[src/rtl/counter_port_pkg.sv]
// Shared types and constants for the parallel counter-port initiator.
// BUS_IN_REG_EN adds one input register stage, which shifts the expected read-back by one.
package counter_port_pkg;

  localparam int W_DEFAULT = 41;
  localparam int PIN_OE_N  = 41;
  localparam int PIN_WE_N  = 42;

`ifdef BUS_IN_REG_EN
  localparam int EXP_OFFSET = 3;
`else
  localparam int EXP_OFFSET = 2;
`endif

  typedef enum logic [2:0] {
    IDLE,
    LOAD,
    TURN,
    WAIT,
    OE,
    SAMPLE,
    RELEASE,
    DONE
  } cp_state_e;

endpackage

[src/rtl/counter_port_initiator.sv]
// Load/run/read-back/check initiator for the counter port; R+6 cycles LOAD..DONE (R+7 with BUS_IN_REG_EN).
// No backpressure: start is only sampled in IDLE, and starts arriving while busy are dropped.
module counter_port_initiator
  import counter_port_pkg::*;
#(
  parameter int W  = W_DEFAULT,
  parameter int CW = 16
) (
  input  logic          clk_i,
  input  logic          rst_n,
  input  logic          start,
  input  logic [W-1:0]  load_value,
  input  logic [CW-1:0] run_cycles,
  output logic          busy,
  output logic          done,
  output logic          pass,
  output logic [W-1:0]  read_value,
  output logic [7:0]    fail_cnt,
  output logic [W-1:0]  bus_out,
  output logic          bus_oe,
  input  logic [W-1:0]  bus_in,
  output logic          we_n_o,
  output logic          oe_n_o
);

  cp_state_e     state_q, state_d;
  logic [W-1:0]  v_q;
  logic [CW-1:0] r_q;
  logic [CW-1:0] wait_q, wait_d;
  logic [W-1:0]  expected;
  logic [W-1:0]  cap_val;
  logic          cap_en;
  logic          match;
  logic          sample_last;

  assign expected = v_q + W'(r_q) + W'(EXP_OFFSET);

`ifdef BUS_IN_REG_EN
  logic [W-1:0] bus_in_q;
  logic         ext_q;

  // Second SAMPLE cycle lets the registered bus copy catch up; it is captured during RELEASE.
  always_ff @(posedge clk_i or negedge rst_n) begin
    if (!rst_n) begin
      bus_in_q <= '0;
      ext_q    <= 1'b0;
    end else begin
      bus_in_q <= bus_in;
      ext_q    <= (state_q == SAMPLE) && !ext_q;
    end
  end

  assign sample_last = ext_q;
  assign cap_en      = (state_q == RELEASE);
  assign cap_val     = bus_in_q;
  assign match       = (bus_in_q == expected);
`else
  assign sample_last = 1'b1;
  assign cap_en      = (state_q == SAMPLE);
  assign cap_val     = bus_in;
  assign match       = (read_value == expected);
`endif

  always_comb begin
    state_d = state_q;
    wait_d  = wait_q;
    case (state_q)
      IDLE:    if (start) state_d = LOAD;
      LOAD:    state_d = TURN;
      TURN: begin
        if (r_q == '0) begin
          state_d = OE;
        end else begin
          state_d = WAIT;
          wait_d  = r_q;
        end
      end
      WAIT: begin
        wait_d = wait_q - 1'b1;
        if (wait_q == CW'(1)) state_d = OE;
      end
      OE:      state_d = SAMPLE;
      SAMPLE:  state_d = sample_last ? RELEASE : SAMPLE;
      RELEASE: state_d = DONE;
      DONE:    state_d = IDLE;
      default: state_d = IDLE;
    endcase
  end

  // Pad-side outputs are decoded from the next state so they are flop-driven in the state they belong to.
  always_ff @(posedge clk_i or negedge rst_n) begin
    if (!rst_n) begin
      state_q    <= IDLE;
      wait_q     <= '0;
      v_q        <= '0;
      r_q        <= '0;
      busy       <= 1'b0;
      done       <= 1'b0;
      pass       <= 1'b0;
      read_value <= '0;
      fail_cnt   <= '0;
      bus_out    <= '0;
      bus_oe     <= 1'b0;
      we_n_o     <= 1'b1;
      oe_n_o     <= 1'b1;
    end else begin
      state_q <= state_d;
      wait_q  <= wait_d;
      if ((state_q == IDLE) && start) begin
        v_q <= load_value;
        r_q <= run_cycles;
      end
      busy    <= (state_d != IDLE);
      done    <= (state_d == DONE);
      bus_oe  <= (state_d == LOAD);
      we_n_o  <= (state_d != LOAD);
      oe_n_o  <= !((state_d == OE) || (state_d == SAMPLE));
      bus_out <= (state_d == LOAD) ? load_value : '0;
      if (cap_en) read_value <= cap_val;
      if (state_q == RELEASE) begin
        pass <= match;
        if (!match && (fail_cnt != 8'hFF)) fail_cnt <= fail_cnt + 8'd1;
      end
    end
  end

endmodule
[config.mk]
export PLATFORM = sky130hd
export DESIGN_NAME = counter_port_initiator
export DESIGN_NICKNAME = d
export VERILOG_FILES = /design/src/rtl/counter_port_pkg.sv /design/src/rtl/counter_port_initiator.sv
export SDC_FILE = /design/constraint.sdc
export NUM_CORES = 1
export LEC_CHECK = 0
export CORE_ASPECT_RATIO = 1.75
export CORE_MARGIN = 8
export CORE_UTILIZATION = 30
export CTS_CLUSTER_SIZE = 20
export DETAILED_ROUTE_END_ITERATION = 8
export SYNTH_ARGS = -nofsm -noshare
export SYNTH_HDL_FRONTEND = slang
export SYNTH_SLANG_ARGS = --single-unit
[constraint.sdc]
create_clock -name clk_i -period 3.9 [get_ports clk_i]
set_clock_uncertainty 0.05 [all_clocks]
set_input_delay 0.78 -clock clk_i [delete_from_list [all_inputs] [get_ports clk_i]]
set_output_delay 0.78 -clock clk_i [all_outputs]
set_load 0.01 [all_outputs]
Word level (Yosys, flattened, before mapping):

Cells that the tools add are included.

* bits in registers: 172
* input port bits: 101
* output and inout port bits: 96
* word-level logic and storage cells: 51

* add/sub/neg operators: 4
* eq/ne operators: 16
* mux-type cells: 7
* reduce and logical (&&, ||, !) cells: 11

Operators by type and width (number)
* $add A41 B16 Y41: 1
* $add A41 B2 Y41 const B: 1
* $eq A41 B41 Y1: 1
* $mux W41: 1
* $pmux W16 S2: 1
* $pmux W3 S8: 1
* $eq A3 B3 Y1 const B: 7
* $eq A16 B1 Y1 const B: 1
* $logic_not A16 Y1: 1
* $mux W16: 1
* $sub A16 B1 Y16 const B: 1
* $mux W3: 3
* $add A8 B1 Y8 const B: 1
* $ne A8 B8 Y1 const B: 1
* $eq A3 B1 Y1 const B: 2
* $eq A3 B2 Y1 const B: 2
* $reduce_and A2 Y1: 2
* $logic_not A3 Y1: 1
* $ne A3 B1 Y1 const B: 1
* $reduce_bool A3 Y1: 1
* $logic_and A1 B1 Y1: 2
* $logic_not A1 Y1: 2
* $ne A2 B2 Y1 const B: 1
* $reduce_bool A2 Y1: 1
* $logic_or A1 B1 Y1: 1

Depth between registers and ports, before layout:

Gate-level depths: netlist (run 1).

* depth in word-level cells: 6
* gate-level depth with buffers: 15
* mapped depth without buffers: 15

Least setup slack after synthesis (run 1):

Ideal clock, no wire load.

* path type: reg-to-reg
* start point: register r_q[1]
* end point: register fail_cnt[1]
* arrival: 3.312 ns
* data required time: 3.725 ns
* setup slack: 0.413 ns
* cell stages (with the launch flop): 16
* buffers on the path: 0
* clock period less this slack: 3.487 ns
* cell sequence: dfrtp_1 -> inv_1 -> ha_1 -> inv_1 -> ha_1 -> fa_1 -> a21o_2 -> a221oi_4 -> nand2b_1 -> o21ai_1 -> a2111oi_0 -> nand4_1 -> nor4_2 -> nand2_2 -> nand3_2 -> mux2_4

* word-level cells in the longest chain between the ends: 6

Ends and longest elaborated chain
* start, declared: line counter_port_initiator.sv:28 `logic [CW-1:0] r_q;`
* start signal, assigned: line counter_port_initiator.sv:111 `r_q <= run_cycles;`
* $add A41 B16 Y41: line counter_port_initiator.sv:36 `assign expected = v_q + W'(r_q) + W'(EXP_OFFSET);`
* $add A41 B2 Y41: line counter_port_initiator.sv:36
* $eq A41 B41 Y1: line counter_port_initiator.sv:61 `assign match = (read_value == expected);`
* $logic_not A1 Y1: line counter_port_initiator.sv:122 `if (!match && (fail_cnt != 8'hFF)) fail_cnt <= fail_cnt + 8'd1;`
* $logic_and A1 B1 Y1: line counter_port_initiator.sv:122
* $reduce_and A2 Y1 (no source line)
* end signal, assigned: line counter_port_initiator.sv:122
* end, declared: line counter_port_initiator.sv:18 `output logic [7:0] fail_cnt,`

No other way between the ends.
A chain may end at the register's enable or synchronous reset.

Final worst setup path (run 1):

Ends and elaborated chain as after synthesis.

==> results.sh, run 1 <==
export IMPL_multi_input_area_sq_um=4480
export IMPL_min_period_over_period_pct=95.2
export IMPL_die_area_sq_um=35900
export IMPL_synthFlopType="dfrtp_1"
export IMPL_crit_chain="inv_1, ha_1, inv_1, ha_1, fa_2, a21o_2, a221oi_4, buf_4, o21bai_1, o31ai_1, nand4_1, nor4_2, nand2_2, nand3_2, mux2_4"
export IMPL_drtPass1Iterations=5
export IMPL_root_buffer="clkbuf_16"
export IMPL_place_hpwl_um=22800
export IMPL_hold_violations=0
export IMPL_ant_nets=0
export IMPL_arrival_ns=4.00
export IMPL_antenna_cells=0
export IMPL_use_met3_pct=3.70
export IMPL_cts_max_path_buffers=2
export IMPL_grt_first_pass_wirelength_um=45100
export IMPL_gp_congestion=0.898
export IMPL_antenna_found_initial=0
export IMPL_grt_use_total_pct=16.4
export IMPL_crit_buf_inv=3
export IMPL_grt_max_degree=98
export IMPL_fin_nets=1188
export IMPL_synthesis_nets=987
export IMPL_max_slew_margin_rel_pct=40.9
export IMPL_final_area_sq_um=12000
export IMPL_crit_family="adder cells"
export IMPL_cpMaxStageDelayCell="fa_2"
export IMPL_tightestPinTransition_ns=0.887
export IMPL_initial_core_util_pct=30.5
export IMPL_vias_per_cell=4.95
export IMPL_synth_compound_area_share_pct=14.7
export IMPL_maxCapViolCount=0
export IMPL_boundaryPins=197
export IMPL_cts_made_buffers=17
export IMPL_cts_repair_resized=0
export IMPL_drive_gt1_share_pct=12.6
export IMPL_register_area_sq_um=4310
export IMPL_critPathMaxStageDelay_ns=0.40
export IMPL_finalMaxSlewViolations=0
export IMPL_dpl_instance_area_sq_um=11400
export IMPL_cts_tree="yes"
export IMPL_finalSetupViolations=0
export IMPL_drcViolationCount=0
export IMPL_yosysTopAreaCell="dfrtp_1"
export IMPL_synth_top_cell_area_share_pct=47.5
export IMPL_gr_usage_met2_pct=31.7
export IMPL_clk_pin_slew_ns=0.07
export IMPL_die_w_um=147
export IMPL_synth_cell_type_count=80
export IMPL_power_leakage_nw=5.31
export IMPL_timing_rr_start="r_q[1]$_DFFE_PN0P_"
export IMPL_grt_pass1_vias=7870
export IMPL_avgSynthCellArea_sq_um=10.5
export IMPL_synthTopCellsByCount="dfrtp_1 (170), nand2_1 (95), a21o_1 (46)"
export IMPL_crit_type="flip-flop to flip-flop"
export IMPL_ys_warn_count=0
export IMPL_ys_ff_latch=172
export IMPL_groute_layer_met1_usage_pct=15.9
export IMPL_top_usage_layer="met2"
export IMPL_synthSimpleGateAreaFrac_pct=17.6
export IMPL_overflow=0
export IMPL_wl_per_cell_um=20.0
export IMPL_start_kind="flip-flop"
export IMPL_synth_top_family_by_area="simple AND/OR/NAND/NOR gates"
export IMPL_p_per_area_nw_per_um2=860
export IMPL_yosys_area_share_xor_xnor_pct=5.97
export IMPL_wl_um=28900
export IMPL_async_flop_share_pct=100
export IMPL_synthTopCellsByArea="dfrtp_1 (47%), mux2_2 (5.3%), ha_1 (4.9%), xnor2_1 (4.4%), nand2_1 (4.0%)"
export IMPL_cts_setup_buffers=0
export IMPL_hold_class="input port to asynchronous set/reset pin"
export IMPL_synth_edf_count=0
export IMPL_required_ns=4.18
export IMPL_drtIter0Drc=407
export IMPL_ir_drop_uv=445
export IMPL_run_status="finished, final reports clean"
export IMPL_period_minus_slack_ns=3.71
export IMPL_synthAdderAreaFrac_pct=5.11
export IMPL_synth_area_mux_share_pct=6.01
export IMPL_cp_end_kind="flip-flop"
export IMPL_core_area_sq_um=29400
export IMPL_post_route_util_pct=40.9
export IMPL_synth_area_sq_um=8960
export IMPL_reg2reg_setup_slack_ns=0.19
export IMPL_htree_levels=4
export IMPL_die_h_um=245
export IMPL_postSynthCellCount=850
export IMPL_vias=7153
export IMPL_synth_most_common_cell="dfrtp_1"
export IMPL_clock_sinks=172
export IMPL_seq_area_frac_synth_pct=48.1
export IMPL_clk_latency_ns=0.45
export IMPL_startpoint="r_q[1]$_DFFE_PN0P_"
export IMPL_row_count=83
export IMPL_num_fill_cells=2914
export IMPL_crit_fanout=4
export IMPL_total_power_mw=10.3
export IMPL_syn2layout_area_growth_pct=34.2
export IMPL_clock_fmax_mhz=269
export IMPL_io_buffers=196
export IMPL_ctsHoldBuffers=0
## registers in the layout (all words and copies together) (netlist names), 3 cells and up
name,flops
state_q,3
bus_out,41
fail_cnt,8
read_value,41
r_q,16
v_q,41
wait_q,16
## per-layer routing
layer  part of all wire [%]  routed length (um)
met1                     36               10300
met2                     57               16400
met4                    3.7                1070
met3                    3.8                1110
met5                      0                   0
## area by class of cell
| cell class | instances | area share (%) |
|---|---|---|
| repair buffers | 219 | 18.0 |
| well taps | 382 | 3.98 |
| clock inverters | 11 | 0.822 |
| inverters | 16 | 0.500 |
| clock buffers | 20 | 3.63 |
| multi-input cells | 625 | 37.3 |
| flip-flops and latches | 172 | 35.8 |
## cell usage in the layout (no fill, tap or decap), types with 15 or more instances in the layout
cell	Yosys	layout
ha_1	35	34
nand3_1	25	23
a21oi_1	27	26
mux2_2	42	42
xnor2_1	45	44
a21o_1	46	46
inv_1	16	15
buf_4	1	21
nand2_1	95	94
nor2_1	34	34
clkdlybuf4s50_1	0	195
dfrtp_1	170	170
xor2_1	16	16
and2_1	45	45
o21ai_0	33	29
nand4_1	27	27
clkbuf_16	0	17
## cells by family after synthesis
logic type	count (synthesis)
simple gates	300
fa+ha+maj	36
flops	172
buf+inv	53
mux	48
xor+xnor	61
compound gates	180
## report_power, final
part | internal [mW] | switching (mW)
registers | 2.46 | 0.758
logic | 2.58 | 2.96
clock network | 0.870 | 0.720
total | 5.91 | 4.43
## final timing paths
path,endpoint,cells past startpoint
worst max-delay path,fail_cnt[1]$_DFFE_PN0P_,15
worst min-delay path,bus_out[19]$_DFF_PN0_,1
worst max register to register,fail_cnt[1]$_DFFE_PN0P_,15
worst min register to register,v_q[1]$_DFFE_PN0P_,1
max in group asynchronous,oe_n_o$_DFF_PN1_,2
min in group clk_i,v_q[1]$_DFFE_PN0P_,1
## metrics by stage
step	cells	setup WS, ns	hold slack, ns	TNS (ns)
6_report	1445	0.186	0.385	0
5_1_grt	1445	-0.0339	0.443	-0.0339
4_1_cts	1445	0.0200	0.404	0
3_5_place_dp	1414	0.0603	0.415	0
3_3_place_gp	1414	0.111	0.415	0
2_1_floorplan	850	0.413	0.399	0
Note: power is estimated with default switching activity, not from simulation.
==> inputs of run 2 (changes only) <==
Settings changed: ABC_CLOCK_PERIOD_IN_PS set to 3900, CELL_PAD_IN_SITES_DETAIL_PLACEMENT set to 1, CELL_PAD_IN_SITES_GLOBAL_PLACEMENT set to 2, PLACE_DENSITY_LB_ADDON set to 0.1.
==> run 2 against run 1 <==
Clock power grew 10%; wire length up 7.7%; die area stayed put; worst hold slack got worse by 0.25 ns; fmax is 0.83% higher; largest power group unchanged; highest routed layer unchanged; design area grew 1.7%; utilization increased by 0.72 points; via count is 2.7% higher; critical path depth down 2; clock-buffer cell count grew 1; sequential share of layout area is 0.62 points lower.
==> results.sh, run 2 (synthesis gave the netlist of run 1 again) <==
export IMPL_grt_first_pass_wirelength_um=48400
export IMPL_vias=7345
export IMPL_crit_type="flip-flop to flip-flop"
export IMPL_drtIter0Drc=255
export IMPL_final_cell_mix="clkdlybuf4s50_1 (195), dfrtp_1 (170), nand2_1 (94)"
export IMPL_antenna_found_initial=0
export IMPL_finalMaxSlewViolations=0
export IMPL_clk_latency_ns=0.44
export IMPL_placed_cells=1417
export IMPL_crit_fanout=7
export IMPL_final_area_sq_um=12200
export IMPL_p_per_area_nw_per_um2=875
export IMPL_die_w_um=147
export IMPL_tightestPinTransition_ns=0.904
export IMPL_grt_pass1_vias=8227
export IMPL_hold_class="input port to asynchronous set/reset pin"
export IMPL_syn2layout_area_growth_pct=36.6
export IMPL_hold_violations=0
export IMPL_die_h_um=245
export IMPL_post_route_util_pct=41.6
export IMPL_power_leakage_nw=5.41
export IMPL_htree_levels=4
export IMPL_drtPass1Iterations=4
export IMPL_boundaryPins=197
export IMPL_clock_fmax_mhz=271
export IMPL_cts_made_buffers=17
export IMPL_min_period_over_period_pct=94.4
export IMPL_ant_nets=0
export IMPL_worst_slack_ns=0.217
export IMPL_period_minus_slack_ns=3.68
export IMPL_stdcell_count=1455
export IMPL_initial_core_util_pct=30.5
export IMPL_io_buffers=196
export IMPL_vias_per_cell=5.05
export IMPL_place_ws_ns=-0.0110
export IMPL_clock_sinks=172
export IMPL_total_power_mw=10.7
export IMPL_overflow=0
export IMPL_drcViolationCount=0
export IMPL_grt_max_degree=106
export IMPL_dpl_instance_area_sq_um=11500
export IMPL_grt_use_total_pct=17.5
export IMPL_die_area_sq_um=35900
export IMPL_wl_per_cell_um=21.4
export IMPL_gp_congestion=0.852
export IMPL_start_kind="flip-flop"
export IMPL_timing_rr_start="r_q[2]$_DFFE_PN0P_"
export IMPL_r2r_end="fail_cnt[6]$_DFFE_PN0P_"
export IMPL_root_buffer="clkbuf_16"
export IMPL_run_status="finished, final reports clean"
export IMPL_clk_pin_slew_ns=0.06
export IMPL_reg2reg_setup_slack_ns=0.22
export IMPL_layout_commonest_cell="clkdlybuf4s50_1"
export IMPL_place_hpwl_um=24400
export IMPL_maxCapViolCount=0
export IMPL_cp_end_kind="flip-flop"
export IMPL_arrival_ns=3.99
export IMPL_cts_tree="yes"
export IMPL_antenna_cells=0
export IMPL_fin_nets=1197
export IMPL_r2r_cells=13
export IMPL_drive_gt1_share_pct=14.4
export IMPL_wl_um=31100
export IMPL_max_slew_margin_rel_pct=39.7
export IMPL_top_regs="bus_out (41), read_value (41), v_q (41)"
export IMPL_core_area_sq_um=29400
export IMPL_row_count=83
export IMPL_finalSetupViolations=0
export IMPL_required_ns=4.21
export IMPL_cts_max_path_buffers=2
export IMPL_ir_drop_uv=410
==> run 2: changes by cell type in the layout (fill, tap and decap cells not counted), sizes merged <==
| cell | before | now |
|---|---|---|
| bufinv | 1 | 3 |
| buf | 24 | 33 |
| clkinv | 7 | 6 |
| clkinvlp | 3 | 2 |
| clkbuf | 20 | 21 |
==> run 2: worst max path at each step <==
stage	depth (start not counted)	endpoint	start
3_5_place_dp	16	fail_cnt[6]$_DFFE_PN0P_	r_q[1]$_DFFE_PN0P_
3_3_place_gp	16	fail_cnt[6]$_DFFE_PN0P_	r_q[1]$_DFFE_PN0P_
4_1_cts	17	fail_cnt[6]$_DFFE_PN0P_	r_q[1]$_DFFE_PN0P_
6_report	13	fail_cnt[6]$_DFFE_PN0P_	r_q[2]$_DFFE_PN0P_
5_1_grt	13	fail_cnt[6]$_DFFE_PN0P_	r_q[2]$_DFFE_PN0P_
2_1_floorplan	15	fail_cnt[1]$_DFFE_PN0P_	r_q[1]$_DFFE_PN0P_
==> run 2: routing by layer <==
layer	routed length, um	global-route usage, %
met2	17800	33.9
met3	1310	4.31
met1	10900	16.9
met5	0	0
met4	1070	8.34
==> run 2: area by class of cell <==
class	count	area, sq um
Inverter	16	60.1
Timing Repair Buffer	228	2230
Clock buffer	21	450
Clock inverter	11	146
Tap cell	382	478
Sequential cell	172	4310
Multi-Input combinational cell	625	4560
Fill cell	3241	17200
==> run 2: report_power, final <==
part           switching [mW]  internal [mW]
sequential              0.787           2.46
clock                   0.728           1.02
combinational            3.05           2.66
total                    4.56           6.14
==> run 2: what timing repair did <==
item                       in CTS  in global routing
pin swaps                       0                 13
gates cloned                    0                  0
hold buffers                    0                  0
resized for setup               1                 32
buffers inserted                0                  6
setup endpoints to repair       1                  9
==> run 2: per-stage QoR <==
step	hold WS, ns	setup TNS [ns]
after floorplan	0.399	0
after global placement	0.416	0
after detailed placement	0.423	-0.0110
after CTS	0.120	0
after global routing	0.140	-0.0344
final	0.137	0
==> run 2: critical path, stage by stage (launching register included) <==
cell     delay (ns)
dfrtp_1        0.44
ha_1           0.35
ha_1           0.33
a211o_1        0.36
a211o_4        0.38
a31oi_4        0.24
nor4_1         0.10
a41oi_2        0.25
nand4_1        0.18
nor4_4         0.33
nand2_4        0.12
buf_6          0.16
nand4_1        0.10
mux2i_1        0.20
==> inputs of run 3 (changes only) <==
Settings changed: CTS_CLUSTER_DIAMETER set to 120, DONT_BUFFER_PORTS set to 1.
==> run 3 against run 2 <==
The flow now finishes with violations (hold timing); sequential power up 6%; combinational power down 2%; critical path depth decreased by 2; worst setup slack got worse by 0.065 ns; non-clock buffer count decreased by 168; first-iteration DRC count shrank 7.8%; final cell count fell by 12%; largest power group unchanged.
==> results.sh, run 3 (synthesis gave the netlist of run 1 again) <==
export IMPL_arrival_ns=4.03
export IMPL_boundaryPins=197
export IMPL_finalMaxSlewViolations=0
export IMPL_run_status="finished, violations left"
export IMPL_layout_commonest_cell="dfrtp_1"
export IMPL_place_ws_ns=-0.175
export IMPL_stdcell_count=1287
export IMPL_syn2layout_area_growth_pct=18.4
export IMPL_power_leakage_nw=4.76
export IMPL_cts_made_buffers=17
export IMPL_register_area_sq_um=4310
export IMPL_hold_violations=84
export IMPL_grt_max_degree=173
export IMPL_root_buffer="clkbuf_16"
export IMPL_core_area_sq_um=29400
export IMPL_dpl_instance_area_sq_um=9620
export IMPL_clock_sinks=172
export IMPL_period_minus_slack_ns=3.75
export IMPL_fin_nets=1029
export IMPL_die_w_um=147
export IMPL_cts_tree="yes"
export IMPL_fin_tns_setup_ns=0
export IMPL_die_area_sq_um=35900
export IMPL_start_kind="flip-flop"
export IMPL_placed_cells=1241
export IMPL_maxCapViolCount=0
export IMPL_vias=6772
export IMPL_ir_drop_uv=434
export IMPL_htree_levels=4
export IMPL_hold_class="input port to asynchronous set/reset pin"
export IMPL_finalSetupViolations=0
export IMPL_clock_fmax_mhz=267
export IMPL_crit_type="flip-flop to flip-flop"
export IMPL_place_hpwl_um=24800
export IMPL_required_ns=4.19
export IMPL_grt_use_total_pct=17.9
export IMPL_clk_latency_ns=0.45
export IMPL_drtPass1Iterations=4
export IMPL_total_power_mw=10.7
export IMPL_p_per_area_nw_per_um2=1010
export IMPL_final_area_sq_um=10600
export IMPL_die_h_um=245
export IMPL_multi_input_area_sq_um=4690
export IMPL_final_cell_mix="dfrtp_1 (169), nand2_1 (93), buf_4 (56)"
export IMPL_drtIter0Drc=235
export IMPL_min_period_over_period_pct=96.1
export IMPL_row_count=83
export IMPL_wl_um=31300
export IMPL_grt_pass1_vias=7753
export IMPL_drive_gt1_share_pct=22.1
export IMPL_crit_fanout=7
export IMPL_ant_nets=0
export IMPL_io_buffers=0
export IMPL_violations="hold timing"
export IMPL_clk_pin_slew_ns=0.07
export IMPL_worst_slack_ns=0.152
export IMPL_tightestPinTransition_ns=0.835
export IMPL_cts_max_path_buffers=2
export IMPL_max_slew_margin_rel_pct=44.3
export IMPL_wl_per_cell_um=24.3
export IMPL_num_fill_cells=3283
export IMPL_cp_end_kind="flip-flop"
export IMPL_initial_core_util_pct=30.5
export IMPL_grt_first_pass_wirelength_um=48700
export IMPL_antenna_cells=0
export IMPL_whs_ns=-0.0288
export IMPL_top_regs="bus_out (41), read_value (41), v_q (41)"
export IMPL_gp_congestion=0.807
export IMPL_vias_per_cell=5.26
export IMPL_antenna_found_initial=0
export IMPL_drcViolationCount=0
export IMPL_overflow=0
[run 3: changes by cell type in the layout (fill, tap and decap cells not counted), moves of 3 or more]
| cell | previous run | this run |
|---|---|---|
| clkdlybuf4s50_1 | 195 | 0 |
| clkbuf_8 | 1 | 4 |
| ha_1 | 31 | 19 |
| inv_6 | 0 | 4 |
| nor4_2 | 0 | 3 |
| buf_4 | 29 | 56 |
| clkbuf_1 | 3 | 0 |
| ha_4 | 0 | 12 |
[run 3: where the power goes]
group          internal, mW  total (mW)  switching, mW  leakage [nW]
clock network         0.954        1.72          0.764         0.291
logic                  2.55        5.57           3.02          2.30
registers              2.46        3.44          0.980          2.16
total                  5.96        10.7           4.77          4.76
[run 3: through the flow]
step	hold slack, ns	utilization [%]
2_1_floorplan	0.399	-
3_3_place_gp	0.413	32.7
3_5_place_dp	0.426	32.7
4_1_cts	-0.0538	34.8
5_1_grt	-0.0561	36.1
6_report	-0.0288	36.1
[run 3: worst paths after layout]
| kind | startpoint | end | slack [ns] | cells past startpoint |
|---|---|---|---|---|
| hold / removal | rst_n | fail_cnt[6]$_DFFE_PN0P_ | -0.03 | 0 |
| min in group clk_i | run_cycles[6] | r_q[6]$_DFFE_PN0P_ | 0.40 | 2 |
| max in group asynchronous | rst_n | read_value[30]$_DFFE_PN0P_ | 3.55 | 0 |
| setup / recovery | v_q[13]$_DFFE_PN0P_ | fail_cnt[1]$_DFFE_PN0P_ | 0.15 | 11 |
| setup reg to reg | v_q[13]$_DFFE_PN0P_ | fail_cnt[1]$_DFFE_PN0P_ | 0.15 | 11 |
| hold reg to reg | v_q[5]$_DFFE_PN0P_ | v_q[5]$_DFFE_PN0P_ | 0.44 | 1 |
[run 3: repair_timing]
| action | CTS | global route |
|---|---|---|
| endpoints found under the setup margin | 8 | 9 |
| gates resized for setup | 6 | 46 |
| buffers inserted | 1 | 13 |
| hold endpoints to repair | 170 | 170 |
| pin swaps | 5 | 16 |
[run 3: per-layer routing]
metal | share of wire, % | up-vias | wire length, um | track usage, %
li1 | - | 3149 | - | -
met1 | 34 | 3437 | 10600 | 16.9
met2 | 59 | 146 | 18400 | 35.5
met3 | 3.5 | 40 | 1100 | 3.92
met4 | 3.7 | 0 | 1140 | 8.40
met5 | 0 | - | 0 | 0
[run 3: area by class of cell]
cell class                 count  share of cell area [%]
multi-input combinational    625                    44.3
sequential                   172                    40.6
clock buffer                  21                    4.53
tap                          382                    4.51
timing repair buffer          60                    4.47
clock inverter                11                   0.992
inverter                      16                   0.567
[run 3: worst max-delay path, stage by stage, from the launching register on]
cell,delay (ns)
dfrtp_1,0.40
ha_1,0.30
ha_1,0.46
nand2_2,0.19
or3_1,0.47
o21a_4,0.27
a2111oi_4,0.35
o2111ai_2,0.17
nor4_2,0.33
nand2_2,0.20
nand3_2,0.14
mux2_4,0.30
